$ cat src/rtl/btn_conditioner_pkg.sv
// ---------------------------------------------------------------------------
// btn_conditioner_pkg
//   Shared definitions for the pushbutton conditioning stage:
//   - per-channel debounce FSM state encoding
//   - default debounce constants for a 100 MHz system clock
//   - a small helper that decodes the debounced level from a state
// ---------------------------------------------------------------------------
package btn_conditioner_pkg;

    // Debounce FSM state encoding (2 bits, fixed values).
    typedef enum logic [1:0] {
        ST_IDLE         = 2'd0,
        ST_WAIT_PRESS   = 2'd1,
        ST_PRESSED      = 2'd2,
        ST_WAIT_RELEASE = 2'd3
    } btn_state_t;

    // 20 ms of stability at 100 MHz.
    localparam int DEFAULT_STABLE_CYCLES = 2_000_000;
    localparam int DEFAULT_CNT_W         = 21;

    // The debounced level is "pressed" while the FSM sits in either of the
    // two states on the pressed side.
    function automatic logic state_is_pressed(input btn_state_t state);
        return (state == ST_PRESSED) || (state == ST_WAIT_RELEASE);
    endfunction

endpackage : btn_conditioner_pkg

$ cat src/rtl/btn_debounce_ch.sv
// ---------------------------------------------------------------------------
// btn_debounce_ch
//   One pushbutton channel: two-flop synchroniser, stability counter and a
//   four-state debounce FSM.
//
// Ports:
//   clk         in  system clock
//   rst         in  asynchronous active-high reset
//   i_btn_raw   in  raw asynchronous button level (1 = pressed)
//   o_level     out debounced level (decode of the state register)
//   o_press     out one-cycle pulse on an accepted 0->1 transition
//   o_release   out one-cycle pulse on an accepted 1->0 transition
//
// Parameters:
//   STABLE_CYCLES  consecutive synchronised cycles a new value must hold (>= 2)
//   CNT_W          counter width, 2**CNT_W > STABLE_CYCLES-1
// ---------------------------------------------------------------------------
module btn_debounce_ch
    import btn_conditioner_pkg::*;
#(
    parameter int STABLE_CYCLES = DEFAULT_STABLE_CYCLES,
    parameter int CNT_W         = DEFAULT_CNT_W
) (
    input  logic clk,
    input  logic rst,
    input  logic i_btn_raw,
    output logic o_level,
    output logic o_press,
    output logic o_release
);

    localparam logic [CNT_W-1:0] CNT_LAST = CNT_W'(STABLE_CYCLES - 1);
    localparam logic [CNT_W-1:0] CNT_ONE  = CNT_W'(1);

    logic             r_sync1;
    logic             r_sync;
    btn_state_t       r_state;
    logic [CNT_W-1:0] r_cnt;
    logic             r_press;
    logic             r_release;

    // Two-flop synchroniser; only r_sync feeds the FSM.
    // NOTE: sequential state uses non-blocking assignments so every flop
    // samples the pre-edge value of its neighbours, matching real hardware.
    always_ff @(posedge clk or posedge rst) begin
        if (rst) begin
            r_sync1 <= 1'b0;
            r_sync  <= 1'b0;
        end else begin
            r_sync1 <= i_btn_raw;
            r_sync  <= r_sync1;
        end
    end

    // Debounce FSM with registered press/release pulses.
    always_ff @(posedge clk or posedge rst) begin
        if (rst) begin
            r_state   <= ST_IDLE;
            r_cnt     <= '0;
            r_press   <= 1'b0;
            r_release <= 1'b0;
        end else begin
            // Pulses default low so each lasts exactly one cycle.
            r_press   <= 1'b0;
            r_release <= 1'b0;

            unique case (r_state)
                ST_IDLE: begin
                    if (r_sync) begin
                        r_state <= ST_WAIT_PRESS;
                        r_cnt   <= CNT_ONE;
                    end
                end

                ST_WAIT_PRESS: begin
                    if (!r_sync) begin
                        // Bounce: drop back without any output activity.
                        r_state <= ST_IDLE;
                        r_cnt   <= '0;
                    end else if (r_cnt == CNT_LAST) begin
                        r_state <= ST_PRESSED;
                        r_press <= 1'b1;
                    end else begin
                        r_cnt <= r_cnt + CNT_ONE;
                    end
                end

                ST_PRESSED: begin
                    if (!r_sync) begin
                        r_state <= ST_WAIT_RELEASE;
                        r_cnt   <= CNT_ONE;
                    end
                end

                ST_WAIT_RELEASE: begin
                    if (r_sync) begin
                        r_state <= ST_PRESSED;
                        r_cnt   <= '0;
                    end else if (r_cnt == CNT_LAST) begin
                        r_state   <= ST_IDLE;
                        r_release <= 1'b1;
                    end else begin
                        r_cnt <= r_cnt + CNT_ONE;
                    end
                end

                default: begin
                    r_state <= ST_IDLE;
                    r_cnt   <= '0;
                end
            endcase
        end
    end

    // Level comes from the state register alone; no path from i_btn_raw.
    assign o_level   = state_is_pressed(r_state);
    assign o_press   = r_press;
    assign o_release = r_release;

endmodule : btn_debounce_ch

$ cat src/rtl/btn_conditioner.sv
// ---------------------------------------------------------------------------
// btn_conditioner
//   Conditions N raw pushbuttons for the graphics block: each channel is
//   synchronised and debounced independently.
//
// Ports:
//   clk          in  system clock (shared with the VGA path)
//   rst          in  asynchronous active-high reset
//   btn_raw      in  [N] raw button levels, 1 = pressed
//   btn_level    out [N] debounced level, 1 = pressed
//   btn_press    out [N] one-cycle pulse on accepted press
//   btn_release  out [N] one-cycle pulse on accepted release
// ---------------------------------------------------------------------------
module btn_conditioner
    import btn_conditioner_pkg::*;
#(
    parameter int N             = 2,
    parameter int STABLE_CYCLES = DEFAULT_STABLE_CYCLES,
    parameter int CNT_W         = DEFAULT_CNT_W
) (
    input  logic         clk,
    input  logic         rst,
    input  logic [N-1:0] btn_raw,
    output logic [N-1:0] btn_level,
    output logic [N-1:0] btn_press,
    output logic [N-1:0] btn_release
);

    for (genvar g = 0; g < N; g++) begin : g_ch
        btn_debounce_ch #(
            .STABLE_CYCLES (STABLE_CYCLES),
            .CNT_W         (CNT_W)
        ) u_ch (
            .clk       (clk),
            .rst       (rst),
            .i_btn_raw (btn_raw[g]),
            .o_level   (btn_level[g]),
            .o_press   (btn_press[g]),
            .o_release (btn_release[g])
        );
    end

endmodule : btn_conditioner
$ cat config.mk
export PLATFORM = sky130hd
export DESIGN_NAME = btn_conditioner
export DESIGN_NICKNAME = d
export VERILOG_FILES = /design/src/rtl/btn_conditioner_pkg.sv /design/src/rtl/btn_debounce_ch.sv /design/src/rtl/btn_conditioner.sv
export SDC_FILE = /design/constraint.sdc
export NUM_CORES = 1
export LEC_CHECK = 0
export CAP_MARGIN = 20
export CORE_MARGIN = 3
export CORE_UTILIZATION = 55
export DETAILED_ROUTE_END_ITERATION = 12
export PLACE_DENSITY = 0.73
export SYNTH_ARGS = -nofsm -noshare
export SYNTH_HDL_FRONTEND = slang
export SYNTH_SLANG_ARGS = --single-unit
$ cat constraint.sdc
create_clock -name clk -period 2.2 [get_ports clk]
set_clock_uncertainty 0.2 [all_clocks]
set_input_delay 0.22 -clock clk [delete_from_list [all_inputs] [get_ports clk]]
set_output_delay 0.22 -clock clk [all_outputs]
set_load 0.01 [all_outputs]
==> results.cfg, run 1 <==
[synth]
synth_edf_count = 0
synthAdderAreaFrac = 0.008726
synth_seq_cells = 54
avgSynthCellArea_um2 = 9.341
ys_seq_area_frac = 0.4712
ys_types = 44
yosys_most_used_dff = dfrtp_1
synth_xor_area_frac = 0.09424
synthCells = 307
synth_compound_area_frac = 0.1182
synthMuxAreaShare = 0.01614
syn_nets = 313
ys_warn_count = 0
synth_area_um2 = 2868
synth_async_sr_flop_share = 1.000
synth_top_family_by_area = simple AND/OR/NAND/NOR gates
synthSimpleGateAreaFrac = 0.2504

[place]
port_buffers = 9
finalWeightedCongestion = 0.8258
pre_cts_slack_ns = 0.1400
place_area_um2 = 3027
dp_cells = 376
hpwlAfterDp_mm = 3.790

[cts]
cts_made_buffers = 5
cts-root-buf = clkbuf_8
cts_tree = built
clk_pin_slew_ns = 0.10
clock_sinks = 54
htreeDepth = 2
cts.path.max_buffers = 2
postCtsSetupRepairBufs = 0
clk_latency_ns = 0.31

[timing]
final-hold-violation-count = 0
fin_crit_ns = 2.015
worst_pin_slew_ns = 0.6009
final.setup.tns_ns = 0
setup_viol = 0
max_freq_ghz = 0.4964
timing.final.ws_setup_ns = 0.1855
finalCritPeriodShare = 0.9157
slew_headroom = 0.5979
rsz0062_at_grt = no
drv_slew = 0

[job]
maxCapViolCount = 0

[pwr]
comb_power_share = 0.057
p_leak_nw = 1.234
peakVddDrop_v = 0.0003365
p_int_w = 0.001410
power_frac_seq = 0.567
p_per_area_nw_per_um2 = 574.7
p_sw_frac = 0.2211
switchingPower_w = 0.0004001
clockPowerShare = 0.376

[critical_path]
r2r-start = g_ch[0].u_ch.r_cnt[0]
r2r_slack_ns = 0.19
critPathArrivalTime_ns = 2.02
setup.worst_path.end_class = flip-flop
crit_path_start = g_ch[0].u_ch.r_cnt[0]
worstSetupPathType = flip-flop to flip-flop
start_kind = flip-flop
cp_data_required_time_ns = 2.21
critPathMaxFanout = 8
reg2regPathDepth = 6

[worst_hold_path]
min_path_type = input port to asynchronous set/reset pin

[finish]
fin_area_um2 = 3149
area_growth_pct = 9.817
fin_cells = 383
mostFrequentLayoutCell = dfrtp_1
final_cell_mix = dfrtp_1, nand2_1, nor2_1, xnor2_1, o21ai_0
nNetsFinal = 322
diodes = 0
post_route_cells_drive_above_1_share = 0.08228
postLayoutCoreUtil = 0.6454

[detailed_routing]
drt_iter0_markers = 80
vias = 2197
first_pass_iters = 4
wire_per_inst_um = 14.30
ant_nets = 0
wl_mm = 5.478
vias_per_cell = 5.736
drc = 0

[global_routing]
grt_first_pass_wirelength_mm = 9.915
grt-ovfl-total = 0
grt_pass1_vias = 2149
grt_max_degree = 55
grt_util_all_layers = 0.2016
antenna_found_initial = 0

[floorplanning]
rows = 25
io_pins = 10
die_area_um2 = 6117
core-area_um2 = 4880
die_w_um = 78.21
die_h_um = 78.21
start_util = 0.5877

[run_status]
outcome = finished clean
==> worst max-delay path by stage <==
stage	endpoint	slack (ns)	depth (start not counted)
floorplan	flip-flop	0.35	5
global placement	flip-flop	0.18	6
detailed placement	flip-flop	0.14	6
CTS	flip-flop	0.13	6
global route	flip-flop	0.03	5
finish	flip-flop	0.19	6
==> cells by family (layout without fill, tap and decap cells) <==
| logic type | after synthesis | in the layout |
|---|---|---|
| fa+ha+maj | 2 | 2 |
| simple gates | 139 | 139 |
| compound gates | 55 | 55 |
| buf+inv | 23 | 32 |
| mux | 4 | 4 |
| xor+xnor | 30 | 30 |
| flops | 54 | 54 |
==> critical path, stage by stage (launching register included) <==
cell	delay (ns)
dfrtp_1	0.41
ha_1	0.19
and3_1	0.25
nand2_1	0.21
nor2_4	0.23
nand2_2	0.10
mux2_4	0.31
==> state kept, by name, summed over array words and instances, names as in the netlist, named ones only <==
register	cells
g_ch.u_ch.r_cnt	42
g_ch.u_ch.r_sync1	2
g_ch.u_ch.r_sync	2
g_ch.u_ch.o_press	2
g_ch.u_ch.r_state	2
g_ch.u_ch.o_release	2
==> synth_stat cells, types with 2 or more instances <==
cell	number	share of area
nor4b_1	4	0.012
clkbuf_1	5	0.0065
buf_4	6	0.016
nand2_1	41	0.054
a21o_1	3	0.0079
o22ai_1	15	0.033
and4_1	4	0.012
o32ai_1	2	0.0061
nor3b_1	8	0.021
and3_1	8	0.017
inv_1	8	0.010
and2_1	6	0.013
ha_1	2	0.0087
dfrtp_1	54	0.47
a31oi_1	2	0.0044
nor3_1	13	0.023
xnor2_1	24	0.073
a21oi_1	8	0.014
nand3_1	10	0.017
nor2_2	2	0.0044
nor2_1	27	0.035
o211ai_1	2	0.0052
buf_2	2	0.0035
mux2i_1	2	0.0070
nand4_1	9	0.020
a2bb2oi_1	2	0.0061
o21ai_0	17	0.030
xor2_1	5	0.015
==> power by group through the flow <==
stage,registers [W],logic (W),clock network (W)
2_1_floorplan,0.00104,0.0000740,0
3_3_place_gp,0.00104,0.000106,0
3_5_place_dp,0.00105,0.000107,0
4_1_cts,0.00103,0.000107,0.000702
5_1_grt,0.00103,0.000118,0.000745
6_report,0.00103,0.000104,0.000680
==> layout make-up <==
| class | count | area (µm²) |
|---|---|---|
| fill | 418 | 1730 |
| multi-input combinational | 230 | 1409 |
| sequential | 54 | 1351 |
| timing repair buffer | 17 | 162.7 |
| tap | 67 | 83.83 |
| clock buffer | 6 | 82.58 |
| clock inverter | 1 | 30.03 |
| inverter | 8 | 30.03 |
==> stage by stage <==
step,hold WS (ns),total power (W)
finish,0.06367,0.001810
global route,0.08545,0.001894
CTS,0.07575,0.001835
detailed placement,0.1427,0.001152
global placement,0.1358,0.001151
floorplan,0.05143,0.001112
==> layer usage <==
layer,routed length [µm],GRT usage
met1,2524,0.2615
met2,2737,0.3408
met3,156,0.04128
met4,59,0.06119
met5,0,0
==> what timing repair did <==
action	4_1_cts	5_1_grt
setup endpoints to repair	0	2
hold buffers	0	0
gates resized for setup	0	2
Power figures use the tool's default switching activity.
==> run 2: changes to the inputs <==
Settings changed: CORE_MARGIN 3 to default, RECOVER_POWER from default to 25.
==> results.cfg, run 2 (same netlist as run 1, synthesis figures left out) <==
[pwr]
p_leak_nw = 1.224
p_per_area_nw_per_um2 = 539.4
peakVddDrop_v = 0.0004169

[timing]
timing.final.ws_setup_ns = 0.1990
fin_crit_ns = 2.001
finalCritPeriodShare = 0.9096
final.setup.tns_ns = 0
worst_pin_slew_ns = 0.8412
final-hold-violation-count = 0
slew_headroom = 0.4386
setup_viol = 0
drv_slew = 0
rsz0062_at_grt = no
max_freq_ghz = 0.4997

[detailed_routing]
drc = 0
wl_mm = 5.611
first_pass_iters = 4
vias = 2210
vias_per_cell = 5.755
ant_nets = 0
drt_iter0_markers = 89
wire_per_inst_um = 14.61

[cts]
postCtsSetupRepairBufs = 0
clock_sinks = 54
htreeDepth = 2
clk_pin_slew_ns = 0.10
holdBufCountCts = 0
clk_latency_ns = 0.31
post_cts_resize_count = 0
cts.path.max_buffers = 2
cts_tree = built
cts-root-buf = clkbuf_8
cts_made_buffers = 5

[critical_path]
critPathArrivalTime_ns = 2.01
crit_chain = nor4b_1 > nand4_1 > nor2_2 > nand2_1 > mux2_2
slowest_delay_ns = 0.44
cp_top_family = simple AND/OR/NAND/NOR gates
worstSetupPathType = flip-flop to flip-flop
cp_data_required_time_ns = 2.21
start_kind = flip-flop
setup.worst_path.end_class = flip-flop
critPathMaxFanout = 6
cp_slowest_cell = dfrtp_1
path_buf_inv = 0

[global_routing]
grt_util_all_layers = 0.2284
antenna_found_initial = 0
grt-ovfl-total = 0
grt_pass1_vias = 2186
grt_max_degree = 35
grt_first_pass_wirelength_mm = 9.584

[floorplanning]
die_area_um2 = 5507
die_w_um = 74.21
die_h_um = 74.21
start_util = 0.5877
io_pins = 10
core-area_um2 = 4880
rows = 25

[finish]
postLayoutCoreUtil = 0.6400
diodes = 0
mostFrequentLayoutCell = dfrtp_1
fin_area_um2 = 3123
multi_input_area_um2 = 1409
post_route_cells_drive_above_1_share = 0.08517
area_growth_pct = 8.901
seqCellArea_um2 = 1351
fillers = 405
regMostFlops = g_ch.u_ch.r_cnt
final_cell_mix = dfrtp_1, nand2_1, nor2_1, xnor2_1, o21ai_0
largest_reg_flops = 42
nNetsFinal = 322

[place]
pre_cts_slack_ns = 0.1181
hpwlAfterDp_mm = 3.913
place_area_um2 = 3027
port_buffers = 9
finalWeightedCongestion = 0.8758

[run_status]
outcome = finished clean

[job]
maxCapViolCount = 0

[worst_hold_path]
min_path_type = flip-flop to flip-flop
==> run 2: routing by layer <==
layer,global-route usage,part of all wire,vias up
li1,-,-,1102
met1,0.2747,0.45,1066
met2,0.4061,0.51,32
met3,0.04743,0.030,10
met4,0.08176,0.018,0
met5,0,0,-
==> run 2: power breakdown <==
part,total (W),internal [W],switching (W)
clock,0.000552,0.000225,0.000326
combinational,0.000108,0.0000385,0.0000693
sequential,0.00102,0.00101,0.0000185
total,0.00168,0.00127,0.000414
==> run 2: worst paths after layout <==
kind	cells past startpoint	endpoint	from	slack (ns)
min reg2reg	0	g_ch[1].u_ch.r_sync	g_ch[1].u_ch.r_sync1	0.16
min	0	g_ch[1].u_ch.r_sync	g_ch[1].u_ch.r_sync1	0.16
max reg2reg	5	flip-flop	g_ch[1].u_ch.r_cnt[12]	0.20
min in group asynchronous	2	g_ch[1].u_ch.r_state[0]	rst	0.30
max in group asynchronous	3	g_ch[0].u_ch.r_cnt[18]	rst	0.84
max	5	flip-flop	g_ch[1].u_ch.r_cnt[12]	0.20
==> run 2: stage by stage <==
step / hold WS (ns) / power [W] / std cells
6_report: 0.1576 / 0.001685 / 384
3_3_place_gp: 0.1357 / 0.001151 / 376
3_5_place_dp: 0.1370 / 0.001155 / 376
4_1_cts: 0.04201 / 0.001706 / 384
5_1_grt: 0.1673 / 0.001755 / 384
2_1_floorplan: 0.05143 / 0.001112 / 307
==> run 2: worst reg2reg max path: stages (launching register included) <==
cell,delay (ns)
dfrtp_1,0.44
nor4b_1,0.33
nand4_1,0.21
nor2_2,0.29
nand2_1,0.14
mux2_2,0.29
==> run 2: cell type report <==
| class | count | area share |
|---|---|---|
| Multi-Input combinational cell | 230 | 0.4511 |
| Sequential cell | 54 | 0.4327 |
| Timing Repair Buffer | 17 | 0.05208 |
| Tap cell | 67 | 0.02684 |
| Clock buffer | 6 | 0.02324 |
| Inverter | 8 | 0.009615 |
| Clock inverter | 2 | 0.004407 |
